<file path="src/rtl/test_pattern_gen_pkg.sv">
// Shared definitions for the video test pattern generator: pattern mode
// encodings and the channel positions of the packed {b,g,r} colour word.
package test_pattern_gen_pkg;

    typedef enum logic [1:0] {
        MODE_GRID   = 2'd0,
        MODE_BARS   = 2'd1,
        MODE_CHECK  = 2'd2,
        MODE_SCROLL = 2'd3
    } mode_e;

    localparam int BGR_R = 0;
    localparam int BGR_G = 1;
    localparam int BGR_B = 2;

endpackage

</file>
<file path="src/rtl/test_pattern_gen_frame_ctrl.sv">
// Frame-level control: vsync edge detect, frame-boundary mode latch,
// animation frame counter and the scroll offset derived from it.
module pattern_frame_ctrl
    import test_pattern_gen_pkg::*;
#(
    parameter int H_BITS       = 9,
    parameter int FRAME_BITS   = 8,
    parameter int SCROLL_STEP  = 1,
    parameter bit VSYNC_ACTIVE = 1'b1
) (
    input  logic                  clk,
    input  logic                  reset,
    input  logic                  vsync_in,
    input  logic [1:0]            mode_sel,
    input  logic                  freeze,
    output logic [1:0]            active_mode,
    output logic [H_BITS-1:0]     offset,
    output logic                  frame_tick,
    output logic [FRAME_BITS-1:0] frame_cnt
);

    logic  vsync_prev;
    logic  frame_start;
    mode_e mode_q;

    assign frame_start = (vsync_in == VSYNC_ACTIVE) && (vsync_prev != VSYNC_ACTIVE);
    assign active_mode = mode_q;
    // Uses the counter value before this frame's increment.
    assign offset      = H_BITS'(32'(frame_cnt) * SCROLL_STEP);

    always_ff @(posedge clk or posedge reset) begin
        if (reset) begin
            vsync_prev <= ~VSYNC_ACTIVE;
            mode_q     <= MODE_GRID;
            frame_tick <= 1'b0;
            frame_cnt  <= '0;
        end else begin
            vsync_prev <= vsync_in;
            frame_tick <= frame_start;
            if (frame_start) begin
                mode_q <= mode_e'(mode_sel);
                if (!freeze)
                    frame_cnt <= frame_cnt + FRAME_BITS'(1);
            end
        end
    end

endmodule

</file>
<file path="config.mk">
export PLATFORM = sky130hd
export DESIGN_NAME = pattern_frame_ctrl
export DESIGN_NICKNAME = d
export VERILOG_FILES = /design/src/rtl/test_pattern_gen_pkg.sv /design/src/rtl/test_pattern_gen_frame_ctrl.sv
export SDC_FILE = /design/constraint.sdc
export NUM_CORES = 1
export LEC_CHECK = 0
export ABC_AREA = 1
export BUFFER_PORTS_ARGS = -buffer_cell sky130_fd_sc_hd__buf_2
export CORE_MARGIN = 2
export CORE_UTILIZATION = 40
export CTS_CLUSTER_DIAMETER = 50
export DETAILED_ROUTE_END_ITERATION = 8
export GPL_TIMING_DRIVEN = 0
export HOLD_SLACK_MARGIN = 0.05
export PLACE_DENSITY = 0.74
export SETUP_SLACK_MARGIN = 0.1
export SLEW_MARGIN = 20
export SYNTH_ARGS = -nofsm -noshare
export SYNTH_HDL_FRONTEND = slang
export SYNTH_SLANG_ARGS = --single-unit
</file>
<file path="constraint.sdc">
create_clock -name clk -period 1.06 [get_ports clk]
set_clock_uncertainty 0.05 [all_clocks]
set_input_delay 0.106 -clock clk [delete_from_list [all_inputs] [get_ports clk]]
set_output_delay 0.106 -clock clk [all_outputs]
set_load 0.05 [all_outputs]
</file>
==> results_dict.tcl, run 1 <==
set metrics [dict create \
    core_um2 1506 \
    totalWireLength_um 1377 \
    clk_latency_ps 270 \
    synth.avg_cell_area_um2 8.213 \
    crit_type "flip-flop to output pin" \
    cts_made_buffers 3 \
    leakagePower_nw 0.5765 \
    gp_congestion 0.6941 \
    grt_setup_unrepaired "yes" \
    antenna_found_initial 0 \
    dieArea_um2 1938 \
    synthesis.nets 85 \
    hpwl_um 891.4 \
    critPathMaxFanout 6 \
    ys_seq_area_share_pct 46.88 \
    io_pins 26 \
    crit_path_start_kind "flip-flop" \
    hold_viol 0 \
    drt_iter0_markers 7 \
    fin_crit_ps 1182 \
    post-route-drc-count 0 \
    avgRoutedWirePerCell_um 10.43 \
    die_h_um 44.02 \
    start_util_pct 42.52 \
    drive_gt1_share_pct 55.17 \
    grt_pass1_wl_um 2242 \
    pre_cts_slack_ps -78.71 \
    ys_ff_latch 12 \
    setup_viol 15 \
    yosysMostFrequentCell "nand2_1" \
    synthArstFlopShare_pct 100.0 \
    clockBufferDepth 2 \
    track_usage_pct 15.77 \
    ys_types 17 \
    clkTransAtPathRegs_ps 80 \
    slew_viol_final 0 \
    die_w_um 44.02 \
    n_fill_cell 108 \
    cts_num_sinks 12 \
    num_vias 597 \
    crit_arrival_ps 1030 \
    io_buffers 24 \
    cts-htree-levels 1 \
    finalCritPeriodShare_pct 111.5 \
    yosys_warnings 0 \
    hold_path.class "input port to flip-flop" \
    cp_data_required_time_ps 900 \
    synthCells 78 \
    synth_area_leader_cell "dfrtp_1" \
    ys.flop_type "dfrtp_1" \
    postLayoutCellArea_um2 1126 \
    grt_max_degree 13 \
    grt_pass1_vias 543 \
    worst_slack_ps -122.0 \
    dr.pass1.iters 4 \
    nets 124 \
    synth_edf_count 0 \
    synthToLayoutAreaGrowth_pct 75.78 \
    yosys-top-cells-area "dfrtp_1, nand2_1, buf_4" \
    status "finished with violations" \
    diodes 0 \
    overflow 0 \
    syn_area_um2 640.6 \
    tritoncts "built" \
    synth_top_cell_area_share_pct 46.88 \
    cts_root_buf "clkbuf_4" \
    tns_ps -1107 \
    ant_nets 0 \
    fmax_mhz 846.0 \
    power.density_nw_per_um2 2590 \
    placed_area_um2 808.3 \
    ir_worst_vdd_uv 2604 \
    violations "negative setup slack" \
    fin_util_pct 74.75 \
    synth_common_cells "nand2_1, dfrtp_1, inv_1" \
    rows 14 \
    avgViaCountPerCell 4.523 \
    cp-end-kind "output pin" \
    drv_cap 0 \
]
## cells by family after synthesis
logic type,synth area share (%)
other cells,0.5854
flops,46.88
buf+inv,18.16
fa+ha+maj,1.953
compound gates,0.7805
xor+xnor,4.102
simple gates,27.54
## worst paths after layout
kind | startpoint | end | slack (ps) | cells past startpoint
hold / removal | vsync_in | frame_tick | 70 | 3
max in group asynchronous | reset | frame_cnt[5] | 270 | 3
setup reg to reg | frame_cnt[1] | frame_cnt[7] | -90 | 6
setup / recovery | frame_cnt[0] | offset[0] | -120 | 2
min in group asynchronous | reset | vsync_prev | 330 | 3
hold reg to reg | active_mode[1] | active_mode[1] | 470 | 2
## power by group
| part | total [mW] | switching (mW) | internal, mW | leakage [nW] |
|---|---|---|---|---|
| clock | 0.292 | 0.147 | 0.146 | 0.0150 |
| sequential | 0.773 | 0.193 | 0.580 | 0.134 |
| combinational | 1.85 | 1.05 | 0.801 | 0.428 |
| total | 2.92 | 1.39 | 1.53 | 0.576 |
## stage by stage
step                power, mW  instances  hold slack (ps)
floorplan               1.794         78           -79.84
global placement        2.029        118            96.06
detailed placement      2.065        118            89.11
CTS                     2.858        131            50.88
global route            3.073        132            72.81
finish                  2.916        132            67.26
## critical path: stages (launching register included)
cell and delay [ps]:
dfrtp_2 480, buf_6 140, buf_8 140
## layer usage
| metal | global-route usage, % | part of all wire [%] |
|---|---|---|
| met1 | 17.54 | 39 |
| met2 | 28.53 | 55 |
| met3 | 3.265 | 5.3 |
| met4 | 7.273 | 0.58 |
| met5 | 0 | 0 |
## cells in the final DEF (no fill, tap or decap), types with 4 or more instances in the layout
cell / instances
dlygate4sd3_1: 4
inv_1: 10
buf_8: 8
buf_6: 19
buf_4: 7
buf_2: 5
nor2_4: 4
dfrtp_1: 4
nand2_1: 22
dfrtp_2: 8
## sequential cells by signal, indices dropped and copies added, names as in the netlist
name / flops
active_mode: 2
frame_cnt: 8
frame_tick: 1
vsync_prev: 1
## timing repair
item / 4_1_cts / 5_1_grt
setup endpoints to repair: 27 / 29
endpoints found under the hold margin: 15 / 0
hold buffers: 4 / 0
pin swaps: 7 / 5
buffers inserted: 5 / 2
gates resized for setup: 55 / 8
## area by class of cell
cell class	count	area, um2	share of cell area, %
inverter	13	48.80	4.333
clock buffer	4	26.28	2.333
buffer	9	97.59	8.667
sequential	12	310.3	27.56
multi-input combinational	44	269.0	23.89
tap	16	20.02	1.778
timing repair buffer	34	354.1	31.44
Note: power is estimated with default switching activity, not from simulation.
==> run 2, diff against run 1 <==
--- a/config.mk
+++ b/config.mk
@@ -6,14 +6,14 @@
 export NUM_CORES = 1
 export LEC_CHECK = 0
 export ABC_AREA = 1
-export BUFFER_PORTS_ARGS = -buffer_cell sky130_fd_sc_hd__buf_2
 export CORE_MARGIN = 2
 export CORE_UTILIZATION = 40
 export CTS_CLUSTER_DIAMETER = 50
 export DETAILED_ROUTE_END_ITERATION = 8
+export DONT_BUFFER_PORTS = 1
 export GPL_TIMING_DRIVEN = 0
 export HOLD_SLACK_MARGIN = 0.05
-export PLACE_DENSITY = 0.74
+export PLACE_DENSITY = 0.59
 export SETUP_SLACK_MARGIN = 0.1
 export SLEW_MARGIN = 20
 export SYNTH_ARGS = -nofsm -noshare
==> results_dict.tcl, run 2 (synthesis gave the netlist of run 1 again) <==
set metrics [dict create \
    tns_ps -2042 \
    final_cell_mix "nand2_1, inv_1, nand2_2" \
    num_vias 488 \
    top_register "frame_cnt" \
    drv_cap 0 \
    die_h_um 44.02 \
    io_buffers 0 \
    start_util_pct 42.52 \
    r2r_start "frame_cnt[0]" \
    cp-end-kind "flip-flop" \
    cts_root_buf "clkbuf_4" \
    dieArea_um2 1938 \
    placed_area_um2 688.2 \
    n_fill_cell 120 \
    dr.pass1.iters 4 \
    critPathMaxFanout 6 \
    clkTransAtPathRegs_ps 80 \
    holdWs_ps -40.13 \
    cts-htree-levels 1 \
    clockBufferDepth 2 \
    hold_viol 4 \
    ir_worst_vdd_uv 2038 \
    setup_viol 16 \
    synthToLayoutAreaGrowth_pct 39.26 \
    gp_congestion 0.6774 \
    grtUsageMet2_pct 21.18 \
    dp_cells 94 \
    totalWireLength_um 1169 \
    min-delay-start "freeze" \
    drive_gt1_share_pct 47.19 \
    cts_made_buffers 3 \
    met1_usage_pct 18.85 \
    clk_latency_ps 270 \
    final_common_cell "nand2_1" \
    grt-busiest-layer "met2" \
    crit_path_start_kind "flip-flop" \
    grt_pass1_wl_um 2021 \
    rows 14 \
    avgRoutedWirePerCell_um 11.13 \
    postLayoutCellArea_um2 892.1 \
    diodes 0 \
    worst_slack_ps -204.4 \
    violations "negative hold slack, negative setup slack" \
    nets 97 \
    final-instance-count-excl-fill 105 \
    cts_num_sinks 12 \
    hold_buffers 5 \
    hold_path.class "input port to flip-flop" \
    grt_pass1_vias 469 \
    grt_use_met3_pct 5.714 \
    fin_crit_ps 1264 \
    io_pins 26 \
    status "finished with violations" \
    post-route-drc-count 0 \
    fmax_mhz 790.9 \
    hpwl_um 787.8 \
    core_um2 1506 \
    cp_data_required_time_ps 1170 \
    largest_reg_flops 8 \
    avgViaCountPerCell 4.648 \
    tritoncts "built" \
    die_w_um 44.02 \
    track_usage_pct 14.57 \
    power.density_nw_per_um2 2723 \
    pre_cts_slack_ps -288.3 \
    crit_type "flip-flop to flip-flop" \
    leakagePower_nw 0.4104 \
    antenna_found_initial 0 \
    grt_max_degree 13 \
    grt_setup_unrepaired "yes" \
    ant_nets 0 \
    overflow 0 \
    finalCritPeriodShare_pct 119.3 \
    crit_arrival_ps 1380 \
    drt_iter0_markers 7 \
    slew_viol_final 0 \
    startpoint "frame_cnt[0]" \
]
run 2: cell types whose count changed in the layout (fill, tap and decap cells not counted), sizes merged:
cell,delta
buf,-28
dlygate4sd3,+1
run 2: what timing repair did:
action	CTS	global route
pin swaps	3	5
cloned	0	0
buffers inserted	2	0
hold endpoints to repair	22	5
resized for setup	24	11
setup endpoints to repair	27	28
run 2: stage by stage:
step / util (%) / power (mW) / hold slack [ps]
after detailed placement: 45.68 / 1.884 / -15.64
after CTS: 57.06 / 2.399 / -48.14
after global placement: 45.68 / 1.874 / -17.10
after global routing: 59.22 / 2.572 / -35.50
final: 59.22 / 2.429 / -40.13
after floorplan: - / 1.794 / -79.84
run 2: cell type report:
type / count / area [um2] / share of cell area [%]
buffer: 9 / 120.1 / 13.46
clock buffer: 4 / 26.28 / 2.945
sequential: 12 / 326.6 / 36.61
timing repair buffer: 7 / 72.57 / 8.135
inverter: 13 / 51.30 / 5.750
tap: 16 / 20.02 / 2.244
multi-input combinational: 44 / 275.3 / 30.86
run 2: layer usage:
| metal | share of wire (%) | wire, um | vias to the layer above |
|---|---|---|---|
| met5 | 0 | 0 | - |
| met4 | 1.1 | 13 | 0 |
| met3 | 8.9 | 104 | 2 |
| met2 | 47 | 544 | 21 |
| met1 | 43 | 507 | 218 |
| li1 | - | - | 247 |
run 2: path summary, 6_finish.rpt:
check / slack [ps] / to / cells after the start
max: -200 / frame_cnt[4] / 5
max reg2reg: -200 / frame_cnt[4] / 5
min: -40 / frame_cnt[1] / 3
max in group asynchronous: 380 / frame_cnt[0] / 2
min reg2reg: 450 / frame_tick / 1
min in group asynchronous: 220 / frame_cnt[3] / 2
run 2: power breakdown:
part / total (mW) / switching (mW) / internal [mW]
Clock: 0.296 / 0.151 / 0.145
Combinational: 0.920 / 0.552 / 0.368
Sequential: 1.21 / 0.592 / 0.621
run 2: worst max-delay path: stages, from the launching register on:
cell and delay [ps]:
dfrtp_4 570, ha_4 170, nand2_2 60, nor2_4 100, nand2_1 80, xnor2_1 130
